[config.mk]
export PLATFORM = sky130hd
export DESIGN_NAME = vga_timing_gen
export DESIGN_NICKNAME = d
export VERILOG_FILES = /design/src/rtl/vga_timing_gen.sv
export SDC_FILE = /design/constraint.sdc
export NUM_CORES = 1
export LEC_CHECK = 0
export CAP_MARGIN = 20
export CELL_PAD_IN_SITES_DETAIL_PLACEMENT = 2
export CELL_PAD_IN_SITES_GLOBAL_PLACEMENT = 2
export CORE_ASPECT_RATIO = 1.75
export CORE_MARGIN = 1
export CORE_UTILIZATION = 41
export CTS_BUF_LIST = sky130_fd_sc_hd__clkbuf_2
export DETAILED_ROUTE_END_ITERATION = 10
export DONT_BUFFER_PORTS = 1
export MAX_ROUTING_LAYER = met4
export PLACE_DENSITY_LB_ADDON = 0.1
export SYNTH_ARGS = -nofsm -noshare
export SYNTH_HDL_FRONTEND = slang
export SYNTH_SLANG_ARGS = --single-unit
[constraint.sdc]
create_clock -name pixel_clk -period 2 [get_ports pixel_clk]
set_clock_uncertainty 0.2 [all_clocks]
set_input_delay 0.4 -clock pixel_clk [delete_from_list [all_inputs] [get_ports pixel_clk]]
set_output_delay 0.4 -clock pixel_clk [all_outputs]
set_load 0.005 [all_outputs]
[src/rtl/vga_timing_gen.sv]
// 800x480 video timing generator: H/V counters, sync/blank generation and
// pixel pops from a show-ahead FIFO, with all video outputs registered.
module vga_timing_gen #(
  parameter int HDISP  = 800,
  parameter int HFP    = 40,
  parameter int HPULSE = 48,
  parameter int HBP    = 40,
  parameter int VDISP  = 480,
  parameter int VFP    = 13,
  parameter int VPULSE = 3,
  parameter int VBP    = 29
) (
  input  logic        pixel_clk,
  input  logic        pixel_rst_n,
  input  logic        fifo_ready,
  input  logic        fifo_empty,
  input  logic [23:0] fifo_rdata,
  output logic        fifo_read,
  output logic        vga_hs,
  output logic        vga_vs,
  output logic        vga_blank,
  output logic [23:0] vga_rgb,
  output logic        underflow
);
  localparam int HTOTAL = HDISP + HFP + HPULSE + HBP;
  localparam int VTOTAL = VDISP + VFP + VPULSE + VBP;
  localparam int HW = $clog2(HTOTAL);
  localparam int VW = $clog2(VTOTAL);

  localparam logic [HW-1:0] H_DISP = HW'(HDISP);
  localparam logic [HW-1:0] H_SS   = HW'(HDISP + HFP);
  localparam logic [HW-1:0] H_SE   = HW'(HDISP + HFP + HPULSE);
  localparam logic [HW-1:0] H_MAX  = HW'(HTOTAL - 1);
  localparam logic [VW-1:0] V_DISP = VW'(VDISP);
  localparam logic [VW-1:0] V_SS   = VW'(VDISP + VFP);
  localparam logic [VW-1:0] V_SE   = VW'(VDISP + VFP + VPULSE);
  localparam logic [VW-1:0] V_MAX  = VW'(VTOTAL - 1);

  typedef enum logic {WAIT_FILL, RUN} state_t;

  state_t        state;
  logic [HW-1:0] hcnt;
  logic [VW-1:0] vcnt;
  logic          active, h_sync, v_sync, h_wrap, v_wrap;

  assign active    = (state == RUN) && (hcnt < H_DISP) && (vcnt < V_DISP);
  assign fifo_read = active && !fifo_empty;
  assign h_sync    = (hcnt >= H_SS) && (hcnt < H_SE);
  assign v_sync    = (vcnt >= V_SS) && (vcnt < V_SE);
  assign h_wrap    = (hcnt == H_MAX);
  assign v_wrap    = (vcnt == V_MAX);

  // Outputs only advance in RUN, so they keep reset values while waiting for fill.
  always_ff @(posedge pixel_clk or negedge pixel_rst_n) begin
    if (!pixel_rst_n) begin
      state     <= WAIT_FILL;
      hcnt      <= '0;
      vcnt      <= '0;
      vga_hs    <= 1'b1;
      vga_vs    <= 1'b1;
      vga_blank <= 1'b0;
      vga_rgb   <= '0;
      underflow <= 1'b0;
    end else begin
      case (state)
        WAIT_FILL: if (fifo_ready) state <= RUN;
        RUN: begin
          hcnt <= h_wrap ? '0 : hcnt + HW'(1);
          if (h_wrap) vcnt <= v_wrap ? '0 : vcnt + VW'(1);
          vga_hs    <= !h_sync;
          vga_vs    <= !v_sync;
          vga_blank <= active;
          vga_rgb   <= fifo_read ? fifo_rdata : '0;
          // An empty FIFO on a display pixel shows black; timing never stalls.
          if (active && fifo_empty) underflow <= 1'b1;
        end
        default: state <= WAIT_FILL;
      endcase
    end
  end
endmodule

==> flow_summary.yaml <==
route:
  drt-total-wl_um: 9690
  ant_nets: 0
  post_drt_wl_per_cell_um: 31.0
  viasPerCell: 6.51
  drt_iter0_markers: 104
  vias: 2037
  route.detailed.drc: 1
  drt_pass1_iterations: 8
synth:
  ys.warnings.count: 0
  synth.ff_latch_count: 49
  synth-async-reset-ratio: 1.00
  syn_area_um2: 2200
  ys.flop_type: "dfrtp_1"
  synth.net_count: 228
  avgSynthCellArea_um2: 11.3
  ys_types: 42
  synthCells: 195
  synth_most_common_cell: "dfrtp_1"
  ys_top_cells_by_area: "dfrtp_1, a22o_1, nand4_1, ha_1, dfstp_2"
  synth_commonest_cells: "dfrtp_1, a22o_1, nand2_1, nand4_1, o21ai_0"
  yosysTopAreaCell: "dfrtp_1"
  synth_edf_count: 0
  yosys.area.top_type_share: 0.535
  ys_seq_area_frac: 0.559
pwr:
  switchingPower_uw: 851
  power.share.switching: 0.371
  intPower_mw: 1.44
  seqPwrFrac: 0.537
  p_clk_frac: 0.213
  power_leakage_nw: 1.36
  powerDensity_nw_per_um2: 772
  combPwrFrac: 0.250
  vdd_drop_max_mv: 0.780
floorplanning:
  num_io_pins: 57
  die_y_um: 98.8
  dieArea_um2: 5670
  die_w_um: 57.3
  row_count: 34
  core_region_area_um2: 5060
  initial_core_util: 0.434
global_routing:
  grt_usage: 0.345
  grt_max_degree: 50
  grt_pass1_vias: 2260
  overflow: 0
  grt_pass1_wl_um: 13700
  antenna_found_initial: 0
place:
  dp_hpwl_um: 4510
  portBuffers: 0
  routabilityCongestion: 0.893
flow_run:
  max_cap_violations: 0
finish:
  nets: 291
  synthToLayoutAreaGrowth_pct: 35.2
  fillCellCount: 474
  finalCoreUtilization: 0.587
  final_layout_size_suffix_gt1_frac: 0.274
  diodes: 0
worst_setup_path:
  required_ns: 1.40
  worstSetupEndpointType: "primary output"
  start_kind: "flop"
  rr_worst_depth: 5
  path_max_fanout: 7
  rrSetupSlack_ns: -0.16
  r2r_start: "hcnt[6]"
  reg2reg_to: "vcnt[8]"
  path_class: "reg2out"
  arrival_ns: 1.72
sta:
  setup_violations: 8
  rsz0062_at_grt: "true"
  drv_slew: 0
  finalHoldViolCount: 0
  fin_crit_ns: 2.32
  setup_slack_ns: -0.322
  worst_slew_pin_slew_ns: 0.437
  fin_crit_sh: 1.16
  fin_hold_ws_ns: 0.0516
  max_clock_freq_ghz: 0.431
  slew_headroom: 0.704
clock_tree:
  numCtsBuffers: 5
  clkLatencyLatePin_ns: 0.52
  clock_path_buffers: 2
  cts_tree: "yes"
  cts.sinks: 49
  cts_root_buffer: "clkbuf_2"
  cts.htree.levels: 2
  clk_pin_slew_ns: 0.29
status:
  outcome: "complete, but fails checks"
  violations: "design-rule violations, negative setup slack"
worst_hold_path:
  hp-start: "fifo_empty"
  hold_depth: 3
  hp-class: "in2reg"
  min_to: "vga_rgb[19]"
==> how the worst max path moves through the flow <==
stage | endpoint | cells after the start | from
3_5_place_dp | vcnt[8] | 6 | vcnt[0]
4_1_cts | fifo_read | 4 | hcnt[5]
6_report | fifo_read | 4 | hcnt[5]
2_1_floorplan | fifo_read | 5 | hcnt[6]
5_1_grt | fifo_read | 4 | hcnt[6]
3_3_place_gp | vcnt[8] | 6 | vcnt[0]
==> cell type report <==
class                      instances  area, um2  share of cell area
clock buffer                       5       25.0             0.00842
clock inverter                     3       21.3             0.00716
inverter                          10       37.5              0.0126
multi-input combinational        126        958               0.323
sequential                        49       1240               0.416
tap                               54       67.6              0.0227
timing repair buffer              66        624               0.210
==> power by group through the flow <==
stage / clock, mW / sequential, mW / combinational [mW]
2_1_floorplan: 0 / 1.17 / 0.242
3_3_place_gp: 0 / 1.23 / 0.262
3_5_place_dp: 0 / 1.24 / 0.292
4_1_cts: 0.439 / 1.21 / 0.455
5_1_grt: 0.517 / 1.24 / 0.607
6_report: 0.488 / 1.23 / 0.574
==> registers in the layout (all words and copies together) (netlist names) <==
register	cells
state	1
vcnt	10
vga_blank	1
underflow	1
vga_rgb	24
hcnt	10
vga_vs	1
vga_hs	1
==> worst max-delay path, cell delays in order (launching register included) <==
cell	delay (ns)
dfrtp_2	0.51
nor3_4	0.27
o2111ai_4	0.16
nor2_4	0.16
buf_12	0.13
==> timing repair <==
action	4_1_cts	5_1_grt
hold buffers	28	0
pin swaps	4	9
gates cloned	2	0
hold endpoints to repair	75	0
endpoints found under the setup margin	2	23
buffers inserted	13	12
gates resized for setup	10	17
==> cell families after synthesis <==
| logic type | synth area share |
|---|---|
| AND/OR/NAND/NOR | 0.176 |
| flip-flops | 0.559 |
| AO/OA/AOI/OAI | 0.154 |
| buffers and inverters | 0.0410 |
| XOR/XNOR | 0.0319 |
| adder cells (fa/ha/maj) | 0.0285 |
| multiplexers | 0.00968 |
==> cell usage in the layout (no fill, tap or decap), drive strengths merged, types with 2 or more instances in the layout <==
| cell | count |
|---|---|
| buf | 38 |
| a21oi | 7 |
| and4bb | 2 |
| nor3 | 2 |
| nand4 | 12 |
| a22o | 24 |
| xnor2 | 6 |
| nor2 | 8 |
| o21ai | 11 |
| clkbuf | 5 |
| nand3 | 8 |
| or3 | 4 |
| nor4b | 2 |
| ha | 5 |
| and3 | 4 |
| nand2 | 12 |
| dfrtp | 47 |
| dfstp | 2 |
| xor2 | 2 |
| inv | 11 |
| a31oi | 2 |
| dlygate4sd3 | 27 |
| and4 | 2 |
==> per-stage QoR <==
step	cells	cell area (um2)	total power [mW]	setup TNS [ns]	worst slack (ns)
after detailed placement	253	2330	1.54	-0.00372	-0.00372
after CTS	304	2870	2.10	-0.316	-0.316
final	313	2970	2.29	-0.854	-0.322
after floorplan	195	2200	1.41	0	0.168
after global placement	253	2330	1.49	0	0.111
after global routing	313	2970	2.37	-1.25	-0.358
==> metal layers <==
metal | up-vias | global-route usage | part of all wire
met2 | 104 | 0.585 | 0.53
met4 | 0 | 0.189 | 0.041
li1 | 837 | - | -
met5 | - | - | 0
met3 | 29 | 0.0643 | 0.052
met1 | 1067 | 0.371 | 0.38
Power figures use the tool's default switching activity.
